[src/rtl/uart_tx_fifo_if.sv]
// Character push port of the UART transmitter: valid/ready handshake from the register block.
interface uart_tx_fifo_if #(
    parameter int unsigned DW = 8
);
    logic          wr_valid;
    logic [DW-1:0] wr_data;
    logic          wr_ready;

    modport master (output wr_valid, output wr_data, input wr_ready);
    modport slave  (input wr_valid, input wr_data, output wr_ready);
endinterface

[src/rtl/uart_tx_fifo.sv]
// UART transmitter fed by a transmit FIFO; frames are sent back to back while data is queued.
// Baud divisor, parity mode and stop-bit count are captured at each frame start.
module uart_tx_fifo #(
    parameter int unsigned DW     = 8,
    parameter int unsigned DEPTH  = 16,
    parameter int unsigned BAUD_W = 16
) (
    input  logic                   clk,
    input  logic                   rst,
    input  logic                   en,
    input  logic [BAUD_W-1:0]      baud_div,
    input  logic [1:0]             parity,
    input  logic                   stop2,
    uart_tx_fifo_if.slave          wr,
    output logic [$clog2(DEPTH):0] level,
    output logic                   empty,
    output logic                   full,
    output logic                   busy,
    output logic                   done,
    output logic                   tx
);
    localparam int unsigned AW = $clog2(DEPTH);
    localparam logic [AW:0] FullLevel = (AW + 1)'(DEPTH);

    typedef enum logic [2:0] {StIdle, StStart, StData, StParity, StStop} state_e;

    state_e            state_q, state_d;
    logic [DW-1:0]     mem [DEPTH];
    logic [AW-1:0]     wptr_q, rptr_q;
    logic [AW:0]       count_q, count_d;
    logic [BAUD_W-1:0] cnt_q, cnt_d, div_q, div_d;
    logic [DW-1:0]     shift_q, shift_d;
    logic [3:0]        bit_q, bit_d;
    logic              par_en_q, par_en_d, par_bit_q, par_bit_d, stop2_q, stop2_d;
    logic              tx_q, tx_d, done_q, done_d;
    logic              push, pop, launch, tick;

    assign full        = (count_q == FullLevel);
    assign empty       = (count_q == '0);
    assign level       = count_q;
    assign wr.wr_ready = !full;
    assign push        = wr.wr_valid && !full;
    assign tick        = (cnt_q == '0);
    assign busy        = (state_q != StIdle);
    assign done        = done_q;
    assign tx          = tx_q;

    always_comb begin
        state_d   = state_q;
        cnt_d     = tick ? div_q : cnt_q - BAUD_W'(1);
        div_d     = div_q;
        shift_d   = shift_q;
        bit_d     = bit_q;
        par_en_d  = par_en_q;
        par_bit_d = par_bit_q;
        stop2_d   = stop2_q;
        tx_d      = tx_q;
        done_d    = 1'b0;
        launch    = 1'b0;
        pop       = 1'b0;

        unique case (state_q)
            StIdle: launch = en && !empty;
            StStart: begin
                if (tick) begin
                    tx_d    = shift_q[0];
                    shift_d = shift_q >> 1;
                    bit_d   = '0;
                    state_d = StData;
                end
            end
            StData: begin
                if (tick) begin
                    if (bit_q == 4'(DW - 1)) begin
                        bit_d = '0;
                        if (par_en_q) begin
                            tx_d    = par_bit_q;
                            state_d = StParity;
                        end else begin
                            tx_d    = 1'b1;
                            state_d = StStop;
                        end
                    end else begin
                        tx_d    = shift_q[0];
                        shift_d = shift_q >> 1;
                        bit_d   = bit_q + 4'd1;
                    end
                end
            end
            StParity: begin
                if (tick) begin
                    tx_d    = 1'b1;
                    bit_d   = '0;
                    state_d = StStop;
                end
            end
            StStop: begin
                if (tick) begin
                    if (bit_q == {3'b000, stop2_q}) begin
                        done_d  = 1'b1;
                        state_d = StIdle;
                        launch  = en && !empty;
                    end else begin
                        bit_d = bit_q + 4'd1;
                    end
                end
            end
            default: state_d = StIdle;
        endcase

        // Frame start: pop the head and capture this frame's line settings.
        if (launch) begin
            pop       = 1'b1;
            state_d   = StStart;
            tx_d      = 1'b0;
            shift_d   = mem[rptr_q];
            cnt_d     = baud_div;
            div_d     = baud_div;
            par_en_d  = (parity == 2'b01) || (parity == 2'b10);
            par_bit_d = (^mem[rptr_q]) ^ (parity == 2'b10);
            stop2_d   = stop2;
        end
    end

    always_comb begin
        count_d = count_q;
        if (push && !pop) begin
            count_d = count_q + 1'b1;
        end else if (pop && !push) begin
            count_d = count_q - 1'b1;
        end
    end

    always_ff @(posedge clk or posedge rst) begin
        if (rst) begin
            state_q   <= StIdle;
            wptr_q    <= '0;
            rptr_q    <= '0;
            count_q   <= '0;
            cnt_q     <= '0;
            div_q     <= '0;
            shift_q   <= '0;
            bit_q     <= '0;
            par_en_q  <= 1'b0;
            par_bit_q <= 1'b0;
            stop2_q   <= 1'b0;
            tx_q      <= 1'b1;
            done_q    <= 1'b0;
        end else begin
            state_q   <= state_d;
            count_q   <= count_d;
            cnt_q     <= cnt_d;
            div_q     <= div_d;
            shift_q   <= shift_d;
            bit_q     <= bit_d;
            par_en_q  <= par_en_d;
            par_bit_q <= par_bit_d;
            stop2_q   <= stop2_d;
            tx_q      <= tx_d;
            done_q    <= done_d;
            if (push) wptr_q <= wptr_q + AW'(1);
            if (pop)  rptr_q <= rptr_q + AW'(1);
        end
    end

    always_ff @(posedge clk) begin
        if (push) mem[wptr_q] <= wr.wr_data;
    end
endmodule

[src/flat_wrapper.sv]
// flat-port wrapper written by rule: the top's interface ports become plain ports
module uart_tx_fifo_flat 
#(
    parameter int unsigned DW     = 8,
    parameter int unsigned DEPTH  = 16,
    parameter int unsigned BAUD_W = 16
)
  (clk, rst, en, baud_div, parity, stop2, level, empty, full, busy, done, tx, wr_wr_valid, wr_wr_data, wr_wr_ready);
  uart_tx_fifo_if #(.DW(DW)) wr_i ();
  input  logic clk;
  input  logic rst;
  input  logic en;
  input  logic [BAUD_W-1:0] baud_div;
  input  logic [1:0] parity;
  input  logic stop2;
  output logic [$clog2(DEPTH):0] level;
  output logic empty;
  output logic full;
  output logic busy;
  output logic done;
  output logic tx;
  input wire logic [$bits(wr_i.wr_valid)-1:0] wr_wr_valid;
  input wire logic [$bits(wr_i.wr_data)-1:0] wr_wr_data;
  output wire logic [$bits(wr_i.wr_ready)-1:0] wr_wr_ready;
  assign wr_i.wr_valid = wr_wr_valid;
  assign wr_i.wr_data = wr_wr_data;
  assign wr_wr_ready = wr_i.wr_ready;
  uart_tx_fifo #(.DW(DW), .DEPTH(DEPTH), .BAUD_W(BAUD_W)) u_core (.clk(clk), .rst(rst), .en(en), .baud_div(baud_div), .parity(parity), .stop2(stop2), .wr(wr_i), .level(level), .empty(empty), .full(full), .busy(busy), .done(done), .tx(tx));
endmodule
[config.mk]
export PLATFORM = sky130hd
export DESIGN_NAME = uart_tx_fifo_flat
export DESIGN_NICKNAME = d
export VERILOG_FILES = /design/src/rtl/uart_tx_fifo_if.sv /design/src/rtl/uart_tx_fifo.sv /design/src/flat_wrapper.sv
export SDC_FILE = /design/constraint.sdc
export NUM_CORES = 1
export LEC_CHECK = 0
export CAP_MARGIN = 15
export CORE_MARGIN = 2
export CORE_UTILIZATION = 46
export CTS_CLUSTER_SIZE = 16
export DETAILED_ROUTE_END_ITERATION = 12
export GPL_TIMING_DRIVEN = 0
export PLACE_DENSITY_LB_ADDON = 0.1
export SYNTH_ARGS = -nofsm -noshare
export SYNTH_HDL_FRONTEND = slang
export SYNTH_SLANG_ARGS = --single-unit
[constraint.sdc]
create_clock -name clk -period 9.38 [get_ports clk]
set_input_delay 0.938 -clock clk [delete_from_list [all_inputs] [get_ports clk]]
set_output_delay 0.938 -clock clk [all_outputs]
set_load 0.005 [all_outputs]
* Yosys cells after proc, flatten, opt, wreduce, memory -nomap -nowiden *
Memory sizes are Yosys's and may differ from the RTL's.
Cells that the tools add are included.

storage, ports and cells
  register bits after elaboration = 65
  memory bits (writable) = 128
  input bits = 31
  output and inout bits = 11
  word-level logic and storage cells = 105
  memories kept = 1

cells by class
  $add $sub $neg = 6
  eq/ne operators = 21
  mux-type cells = 40
  bitwise operators = 1
  reductions and logical operators = 23

memories
  memory      depth  width  rd ports  clocked after Yosys merged registers in  write ports  line                RTL
  u_core.mem  16     8      1         0                                        1            uart_tx_fifo.sv:28  logic [DW-1:0] mem [DEPTH];

operator list
  operator                                                                 count
  16-bit two-way mux                                                       2
  8-bit two-way mux                                                        4
  3-bit two-way mux                                                        8
  4-bit two-way mux                                                        5
  3-bit by 1-bit inequality test with 1-bit output, second input constant  6
  16-bit zero test                                                         1
  8-bit one-hot mux with 2 select lines                                    1
  16-bit by 1-bit subtractor with 16-bit output, second input constant     1
  3-bit one-hot mux with 5 select lines                                    1
  1-bit two-way mux                                                        14
  4-bit by 1-bit adder with 4-bit output, second input constant            3
  4-bit one-hot mux with 3 select lines                                    1
  5-bit two-way mux                                                        2
  3-bit nonzero test                                                       3
  2-bit by 1-bit inequality test with 1-bit output, second input constant  4
  4-bit AND reduction                                                      2
  8-bit parity                                                             1
  7-bit AND reduction                                                      1
  3-bit by 2-bit == test with 1-bit output, second input constant          2
  5-bit by 1-bit adder with 5-bit output, second input constant            1
  5-bit == test, second input constant                                     1
  5-bit zero test                                                          1
  5-bit AND reduction                                                      1
  5-bit by 1-bit subtractor with 5-bit output, second input constant       1
  other kinds (18)                                                         24

* Longest topological paths before layout *
Gate-level depths: netlist of run 1.

  depth after elaboration = 10
  mapped depth = 16
  depth with buffers taken out = 15

* Worst setup path after synthesis of run 1 *
Ideal clock, no wire load.

  path kind = register to register
  start point = register u_core.cnt_q[0]
  end point = register u_core.count_q[4], in the netlist u_core.level[4]
  library setup time = 0.125 ns
  arrival = 3.081 ns
  data required time = 9.255 ns
  setup slack = 6.173 ns
  stages on the path, launching flop included = 17
  buffers on the path = 1
  clock period less this slack = 3.207 ns
  path through = dfrtp_1 -> inv_1 -> ha_1 -> nor4b_2 -> nand4_1 -> nor3_1 -> o2111a_1 -> buf_2 -> inv_2 -> ha_1 -> inv_1 -> ha_1 -> a21o_1 -> a21oi_1 -> xnor2_1 -> nor2_1 -> xor2_1

between the ends
  word-level cells in the longest chain between the ends = 7
  elaborated cells on any way between the ends = 9
  those cells by class = mux (4); reduce/logical (5)

RTL lines
  what                                                     line                 RTL
  start, declared                                          uart_tx_fifo.sv:31   logic [BAUD_W-1:0] cnt_q, cnt_d, div_q, div_d;
  start signal, assigned                                   uart_tx_fifo.sv:152  cnt_q <= cnt_d;
  16-bit zero test *                                       uart_tx_fifo.sv:43   assign tick = (cnt_q == '0);
  1-bit two-way mux *                                      uart_tx_fifo.sv:98   if (tick) begin
  1-bit one-hot mux with 2 select lines *                  uart_tx_fifo.sv:62   unique case (state_q)
  1-bit two-way mux *                                      uart_tx_fifo.sv:112  if (launch) begin
  1-bit zero test                                          uart_tx_fifo.sv:127  if (push && !pop) begin
  1-bit logical AND                                        uart_tx_fifo.sv:127
  5-bit two-way mux or 2-bit nonzero test (tied branches)  -
  end signal, assigned                                     uart_tx_fifo.sv:151  count_q <= count_d;
  end, declared                                            uart_tx_fifo.sv:30   logic [AW:0] count_q, count_d;

Mark *: on every way between the ends. The rest lies on a longest branch, timed or not.
A chain may end at the register's enable or synchronous reset.

* Worst setup path after layout of run 1 *
Ends and elaborated chain as after synthesis.

==> results of run 1 <==
-- critical path: cells and delay by family, from the launching register on --
kind / cells / cell delay (ps)
buffers and inverters: 4 / 610
adder cells (fa/ha/maj): 3 / 760
AND/OR/NAND/NOR: 4 / 1020
XOR/XNOR: 2 / 280
AO/OA/AOI/OAI: 3 / 580
flip-flops: 1 / 420
-- path summary, 6_finish.rpt --
path | start | endpoint | slack (ps)
min in group asynchronous | rst | u_core.level[1] | 960
setup / recovery | u_core.cnt_q[0] | u_core.level[4] | 5580
max in group asynchronous | rst | u_core.cnt_q[6] | 7780
hold reg to reg | u_core.div_q[1] | u_core.div_q[1] | 490
hold / removal | u_core.div_q[1] | u_core.div_q[1] | 490
setup reg to reg | u_core.cnt_q[0] | u_core.level[4] | 5580
-- state kept, by name, summed over array words and instances (netlist names) --
name,count
u_core.rptr_q,4
u_core.par_bit_q,1
u_core.cnt_q,16
u_core.shift_q,8
u_core.par_en_q,1
u_core.state_q,3
u_core.div_q,16
u_core.stop2_q,1
u_core.bit_q,4
u_core.wptr_q,4
u_core.done,1
u_core.mem,128
u_core.tx,1
u_core.level,5
-- Yosys cell counts (all sizes together), types with 14 or more instances --
| cell type | n | area (um2) |
|---|---|---|
| nor3 | 16 | 91.3 |
| nor2 | 35 | 131 |
| a21oi | 18 | 90.1 |
| mux4 | 35 | 788 |
| mux2i | 15 | 150 |
| o21ai | 51 | 255 |
| edfxtp | 128 | 3840 |
| buf | 14 | 78.8 |
| nand2 | 40 | 150 |
| xnor2 | 14 | 123 |
| dfrtp | 64 | 1600 |
| inv | 31 | 116 |
-- per-layer routing --
layer	global-route usage, %	part of all wire (%)	up-vias
met5	0	0	-
met4	5.90	1.9	0
met3	4.14	3.6	32
met2	31.7	51	94
met1	24.5	43	2433
li1	-	-	2258
-- power groups by stage --
| stage | registers [uW] | clock network [uW] | logic [uW] |
|---|---|---|---|
| floorplan | 1190 | 0 | 724 |
| finish | 1200 | 730 | 982 |
| global route | 1230 | 779 | 1080 |
| global placement | 1210 | 0 | 962 |
| detailed placement | 1220 | 0 | 992 |
| CTS | 1200 | 747 | 997 |
-- area by class of cell --
cell class	instances	area, um2
Clock inverter	13	159
Inverter	31	116
Fill cell	1479	8230
Buffer	26	124
Timing Repair Buffer	44	440
Sequential cell	193	5470
Tap cell	229	287
Multi-Input combinational cell	320	2640
Clock buffer	19	433
-- logic make-up after synthesis --
logic type | after synthesis | share of synthesized area, %
AND/OR/NAND/NOR | 135 | 7.86
adder cells (fa/ha/maj) | 14 | 2.19
multiplexers | 55 | 11.9
flip-flops | 193 | 65.6
XOR/XNOR | 25 | 3.32
AO/OA/AOI/OAI | 91 | 6.21
buffers and inverters | 57 | 2.88
-- stage by stage --
stage               hold slack [ps]  setup slack [ps]  cells
global route                    509              5220    875
finish                          493              5580    875
CTS                             496              5550    875
global placement                468              5580    840
detailed placement              481              5560    843
floorplan                       459              6170    570
==> PnR_summary.wiki, run 1 <==
{| class="wikitable"
! Metric !! Value
|-
| Vias after detailed routing || between 4,000 and 5,000
|-
| Chip Width || 139 um
|-
| H-tree levels || 4
|-
| Switching part of the total || 32.5%
|-
| Worst path most repeated cell || sky130_fd_sc_hd__ha_1
|-
| Routed Wire Length || approximately 17 mm
|-
| Number of clock sinks seen by CTS || 193
|-
| Cell-internal power || 1970 uW
|-
| Drt initial violations || 240
|-
| Per-instance average area after synthesis || 14.6 um2
|-
| Power after layout || 2920 uW
|-
| Vias/cell || around 5.5
|-
| Number of max-capacitance violations reported || 0
|-
| Number of hold violations in the final report || 0
|-
| Most common library cell in the layout ignoring fill and taps || sky130_fd_sc_hd__edfxtp_1
|-
| HPWL after DPL || 11.8 mm
|-
| Core Rows || 49
|-
| Clock network latency to the later pin of the worst-skew pair || 430 ps
|-
| Final #Nets || 678
|-
| Switching Power || 948 uW
|-
| Number of antenna cells inserted || 0
|-
| Final Cell Area || 0.00967 mm2
|-
| Clock Skews || between 10 and 15 ps
|-
| CTS tree || done
|-
| Remaining global-route overflow || 0
|-
| # hold bufs at CTS || 0
|-
| Initial standard-cell utilization of the core || 46.6%
|-
| Maximum VDD drop || 0.154 mV
|-
| Overall die area || 0.0192 mm2
|-
| Unrepaired setup endpoints after global routing || false
|-
| Cell depth of the worst hold path || 1
|-
| End-of-flow core utilization || 54.0%
|-
| Number of buffers created by CTS || 17
|-
| Relative max-transition margin || 30.3%
|-
| Cells along the critical path || inv_1 -> ha_1 -> nor4b_2 -> nand4_1 -> nor3_1 -> o2111a_1 -> buf_2 -> inv_2 -> ha_1 -> inv_1 -> ha_1 -> a21o_1 -> a21oi_1 -> xnor2_1 -> nor2_1 -> xor2_1
|-
| Clock transition at the registers of the reported paths || 70 ps
|-
| Most used flip-flop cell after synthesis || sky130_fd_sc_hd__edfxtp_1
|-
| Part of the Yosys area used for sequential elements || between 60% and 70%
|-
| Async SR Flop Fraction || between 30% and 40%
|-
| Post-synth net total || roughly 620
|-
| Outcome || complete, no violations
|-
| Worst-Margin Slew || approximately 1000 ps
|-
| PwrDens || roughly 300 mW/mm2
|-
| Pin count of the biggest net entering global routing || 35
|-
| Via count of the first global-routing pass || roughly 4,800
|-
| Standby leakage power || 0.00354 uW
|-
| Final critical-path required period || roughly 3800 ps
|-
| Clock power frac || 25.0%
|-
| Overall global routing resource usage || 18.7%
|-
| DRC errors left || 0
|-
| Number of routed nets with antenna violations || 0
|-
| Post-route clock period utilization || roughly two fifths
|-
| Post-synth EDFFs || roughly 130
|-
| Maximum clock path buffer count || 2
|-
| Area added between synthesis and finish || 15.9%
|-
| Core Region || 0.0179 mm2
|-
| FF-to-FF path depth || 16
|-
| Avg WL per Cell || between 15 and 20 um
|-
| Upper clock frequency limit || 0.263 GHz
|-
| CP Capture Type || flop
|-
| Y dimension of the die || 139 um
|-
| Wire length of the first global-routing pass || between 20 and 30 mm
|-
| Fraction of layout cells with a size suffix above 1 || 13.5%
|-
| Placed inst area || between 0.009 and 0.01 mm2
|-
| Drt first pass iters || 4
|-
| GPL Wtd Cong || between 0.7 and 0.8
|-
| Number of distinct library cells after synthesis || 54
|-
| Summed instance area of the synthesized netlist || 0.00834 mm2
|-
| Maximum fanout count along the critical path || 10
|-
| Sum of negative setup slack || 0 ps
|-
| Arrival time of data at the critical path endpoint || 4120 ps
|-
| CP max stage delay || 420 ps
|-
| Count of buffers from port buffering || 41
|-
| Number of setup violations in the final report || 0
|-
| Share of total power in sequential cells || about two fifths
|-
| Slowest library cell on the worst path || sky130_fd_sc_hd__dfrtp_1
|-
| Number of buffers inserted by post-CTS setup repair || 0
|-
| Pins over their slew limit || 0
|-
| Post-synthesis cell count || 570
|-
| Commonest cells after routing, fill and taps aside || 128 x sky130_fd_sc_hd__edfxtp_1, 64 x sky130_fd_sc_hd__dfrtp_1, 41 x sky130_fd_sc_hd__clkdlybuf4s50_1, 40 x sky130_fd_sc_hd__nand2_1, 38 x sky130_fd_sc_hd__o21ai_1
|-
| Yosys warns || 0
|-
| Count of instances resized after the clock tree is built || 0
|-
| Category of the worst setup path launch point || flop
|-
| Required arrival time at the worst endpoint || 9700 ps
|-
| Crit Path Category || reg2reg
|-
| Gate power share || 33.7%
|-
| Number of primary I/O pins || 42
|-
| Cell at the root of the clock tree || sky130_fd_sc_hd__clkbuf_16
|-
| Flip-flop and latch count after synthesis || 193
|-
| Initial antenna violation count || 0
|-
| Path type of the worst min-delay path || reg2reg
|}
Power figures use the tool's default switching activity.
==> run 2, diff against run 1 <==
Clock period 9.38 ns to 3.58 ns, I/O delays scaled along.
==> run 2 against run 1 <==
Effect of this change:
- sequential share of layout area decreased by 0.28 points
- clock-buffer cell count unchanged
- utilization rose by 0.27 points
- flip-flop and latch count did not move
- power rose to 2.6 times the previous value
- critical path depth unchanged
- register-to-register slack got worse by 5300 ps
- clock power grew to 2.6 times the previous value
- first-iteration DRC count is 14% lower
- sequential power rose to 2.6 times the previous value
- global-route usage increased by 0.083 points
==> PnR_summary.wiki, run 2 (synthesis gave the netlist of run 1 again) <==
{| class="wikitable"
! Metric !! Value
|-
| Outcome || complete, no violations
|-
| Core Rows || 49
|-
| Worst setup margin || 250 ps
|-
| Cell at the root of the clock tree || sky130_fd_sc_hd__clkbuf_16
|-
| Clock Skews || 9.66 ps
|-
| Wire length of the first global-routing pass || 27.4 mm
|-
| Area added between synthesis and finish || 16.5%
|-
| Most common library cell in the layout ignoring fill and taps || sky130_fd_sc_hd__edfxtp_1
|-
| Number of antenna cells inserted || 0
|-
| Number of clock sinks seen by CTS || slightly below 200
|-
| Leading registers by flop count || u_core.mem: 128 flops, u_core.cnt_q: 16 flops, u_core.div_q: 16 flops
|-
| Sum of negative setup slack || 0 ps
|-
| CP Capture Type || flop
|-
| GPL Wtd Cong || 0.797
|-
| Maximum clock path buffer count || 2
|-
| Number of hold violations in the final report || 0
|-
| Worst-Margin Slew || 1020 ps
|-
| CTS tree || done
|-
| Number of routed nets with antenna violations || 0
|-
| Maximum fanout count along the critical path || 10
|-
| Via count of the first global-routing pass || 4,822
|-
| Vias after detailed routing || 4,826
|-
| Drt initial violations || 206
|-
| Vias/cell || 5.50
|-
| Commonest cells after routing, fill and taps aside || 128 x sky130_fd_sc_hd__edfxtp_1, 64 x sky130_fd_sc_hd__dfrtp_1, 41 x sky130_fd_sc_hd__clkdlybuf4s50_1, 40 x sky130_fd_sc_hd__nand2_1, 38 x sky130_fd_sc_hd__o21ai_1
|-
| DRC errors left || 0
|-
| End-of-flow core utilization || 54.3%
|-
| HPWL after DPL || 11.8 mm
|-
| Maximum VDD drop || 0.404 mV
|-
| Path type of the worst min-delay path || in2async
|-
| Core Region || between 0.015 and 0.02 mm2
|-
| PwrDens || 790 mW/mm2
|-
| Number of buffers created by CTS || 17
|-
| # hold bufs at CTS || 0
|-
| Post-route clock period utilization || 93.0%
|-
| Upper clock frequency limit || approximately 0.3 GHz
|-
| Drt first pass iters || 4
|-
| # fillers || 1,475
|-
| Biggest register || u_core.mem
|-
| Number of setup violations in the final report || 0
|-
| Required arrival time at the worst endpoint || 3900 ps
|-
| Crit Path Category || reg2reg
|-
| Final #Nets || 681
|-
| Overall die area || 0.0192 mm2
|-
| Standby leakage power || approximately 0.0036 uW
|-
| Max FFs per register || between 100 and 150
|-
| Number of max-capacitance violations reported || 0
|-
| H-tree levels || 4
|-
| Remaining global-route overflow || 0
|-
| Relative max-transition margin || between 30% and 40%
|-
| Number of primary I/O pins || 42
|-
| Final Cell Area || ~0.0097 mm2
|-
| Fraction of layout cells with a size suffix above 1 || 14.6%
|-
| Placed inst area || between 0.009 and 0.01 mm2
|-
| Pins over their slew limit || 0
|-
| Clock network latency to the later pin of the worst-skew pair || roughly 430 ps
|-
| Pin count of the biggest net entering global routing || 35
|-
| Arrival time of data at the critical path endpoint || about 3700 ps
|-
| Count of buffers from port buffering || 41
|-
| Category of the worst setup path launch point || flop
|-
| Initial antenna violation count || 0
|-
| Clock transition at the registers of the reported paths || roughly 70 ps
|-
| Y dimension of the die || 139 um
|-
| Avg WL per Cell || 19.8 um
|-
| Hold Slack || 377 ps
|-
| Post-Place Setup Slack || -236 ps
|-
| Final critical-path required period || around 3300 ps
|-
| Chip Width || 139 um
|-
| Routed Wire Length || 17.3 mm
|-
| Initial standard-cell utilization of the core || 46.6%
|-
| Overall global routing resource usage || 18.8%
|}
==> run 2: path summary, 6_finish.rpt <==
path	startpoint	endpoint	slack, ps	depth (start not counted)
max	u_core.cnt_q[0]	u_core.level[4]	250	16
min	rst	u_core.level[1]	380	2
max reg2reg	u_core.cnt_q[0]	u_core.level[4]	250	16
min reg2reg	u_core.div_q[1]	u_core.div_q[1]	500	1
max in group asynchronous	rst	u_core.cnt_q[5]	2560	3
min in group clk	baud_div[10]	u_core.cnt_q[10]	490	3
==> run 2: layout make-up <==
class	instances	area [um2]	share of cell area [%]
plain buffers	26	130	1.34
flip-flops and latches	193	5470	56.3
multi-input cells	320	2660	27.3
well taps	229	287	2.95
clock inverters	13	159	1.64
clock buffers	19	433	4.46
repair buffers	47	463	4.76
inverters	31	116	1.20
==> run 2: layer usage <==
metal / vias up / global-route usage [%] / share of wire [%]
met4: 0 / 6.01 / 1.7
met1: 2446 / 24.7 / 44
met5: - / 0 / 0
met2: 92 / 31.7 / 51
met3: 24 / 4.14 / 3.4
li1: 2264 / - / -
==> run 2: critical path: stages, from the launching register on <==
cell,delay [ps]
sky130_fd_sc_hd__dfrtp_1,420
sky130_fd_sc_hd__inv_1,70
sky130_fd_sc_hd__ha_2,220
sky130_fd_sc_hd__nor4b_4,300
sky130_fd_sc_hd__nand4_1,220
sky130_fd_sc_hd__nor3_2,250
sky130_fd_sc_hd__o2111a_2,240
sky130_fd_sc_hd__buf_6,160
sky130_fd_sc_hd__inv_2,100
sky130_fd_sc_hd__ha_2,230
sky130_fd_sc_hd__inv_2,80
sky130_fd_sc_hd__ha_1,250
sky130_fd_sc_hd__a21o_1,180
sky130_fd_sc_hd__a21oi_1,160
sky130_fd_sc_hd__xnor2_1,130
sky130_fd_sc_hd__nor2_1,60
sky130_fd_sc_hd__xor2_1,150
==> run 2: where the power goes <==
part | switching [uW] | internal (uW) | total [uW]
combinational | 1290 | 1300 | 2590
sequential | 305 | 2860 | 3170
clock | 906 | 1010 | 1910
total | 2500 | 5170 | 7670
==> run 2: timing repair <==
| item | 4_1_cts | 5_1_grt |
|---|---|---|
| endpoints found under the setup margin | 2 | 2 |
| hold endpoints to repair | 0 | 0 |
| resized for setup | 2 | 6 |
| buffers inserted | 1 | 2 |
| pin swaps | 1 | 2 |
==> run 2: through the flow <==
| stage | total power, uW | instances |
|---|---|---|
| global route | 8110 | 878 |
| global placement | 5700 | 840 |
| floorplan | 5010 | 570 |
| detailed placement | 5800 | 843 |
| CTS | 7740 | 876 |
| finish | 7670 | 878 |
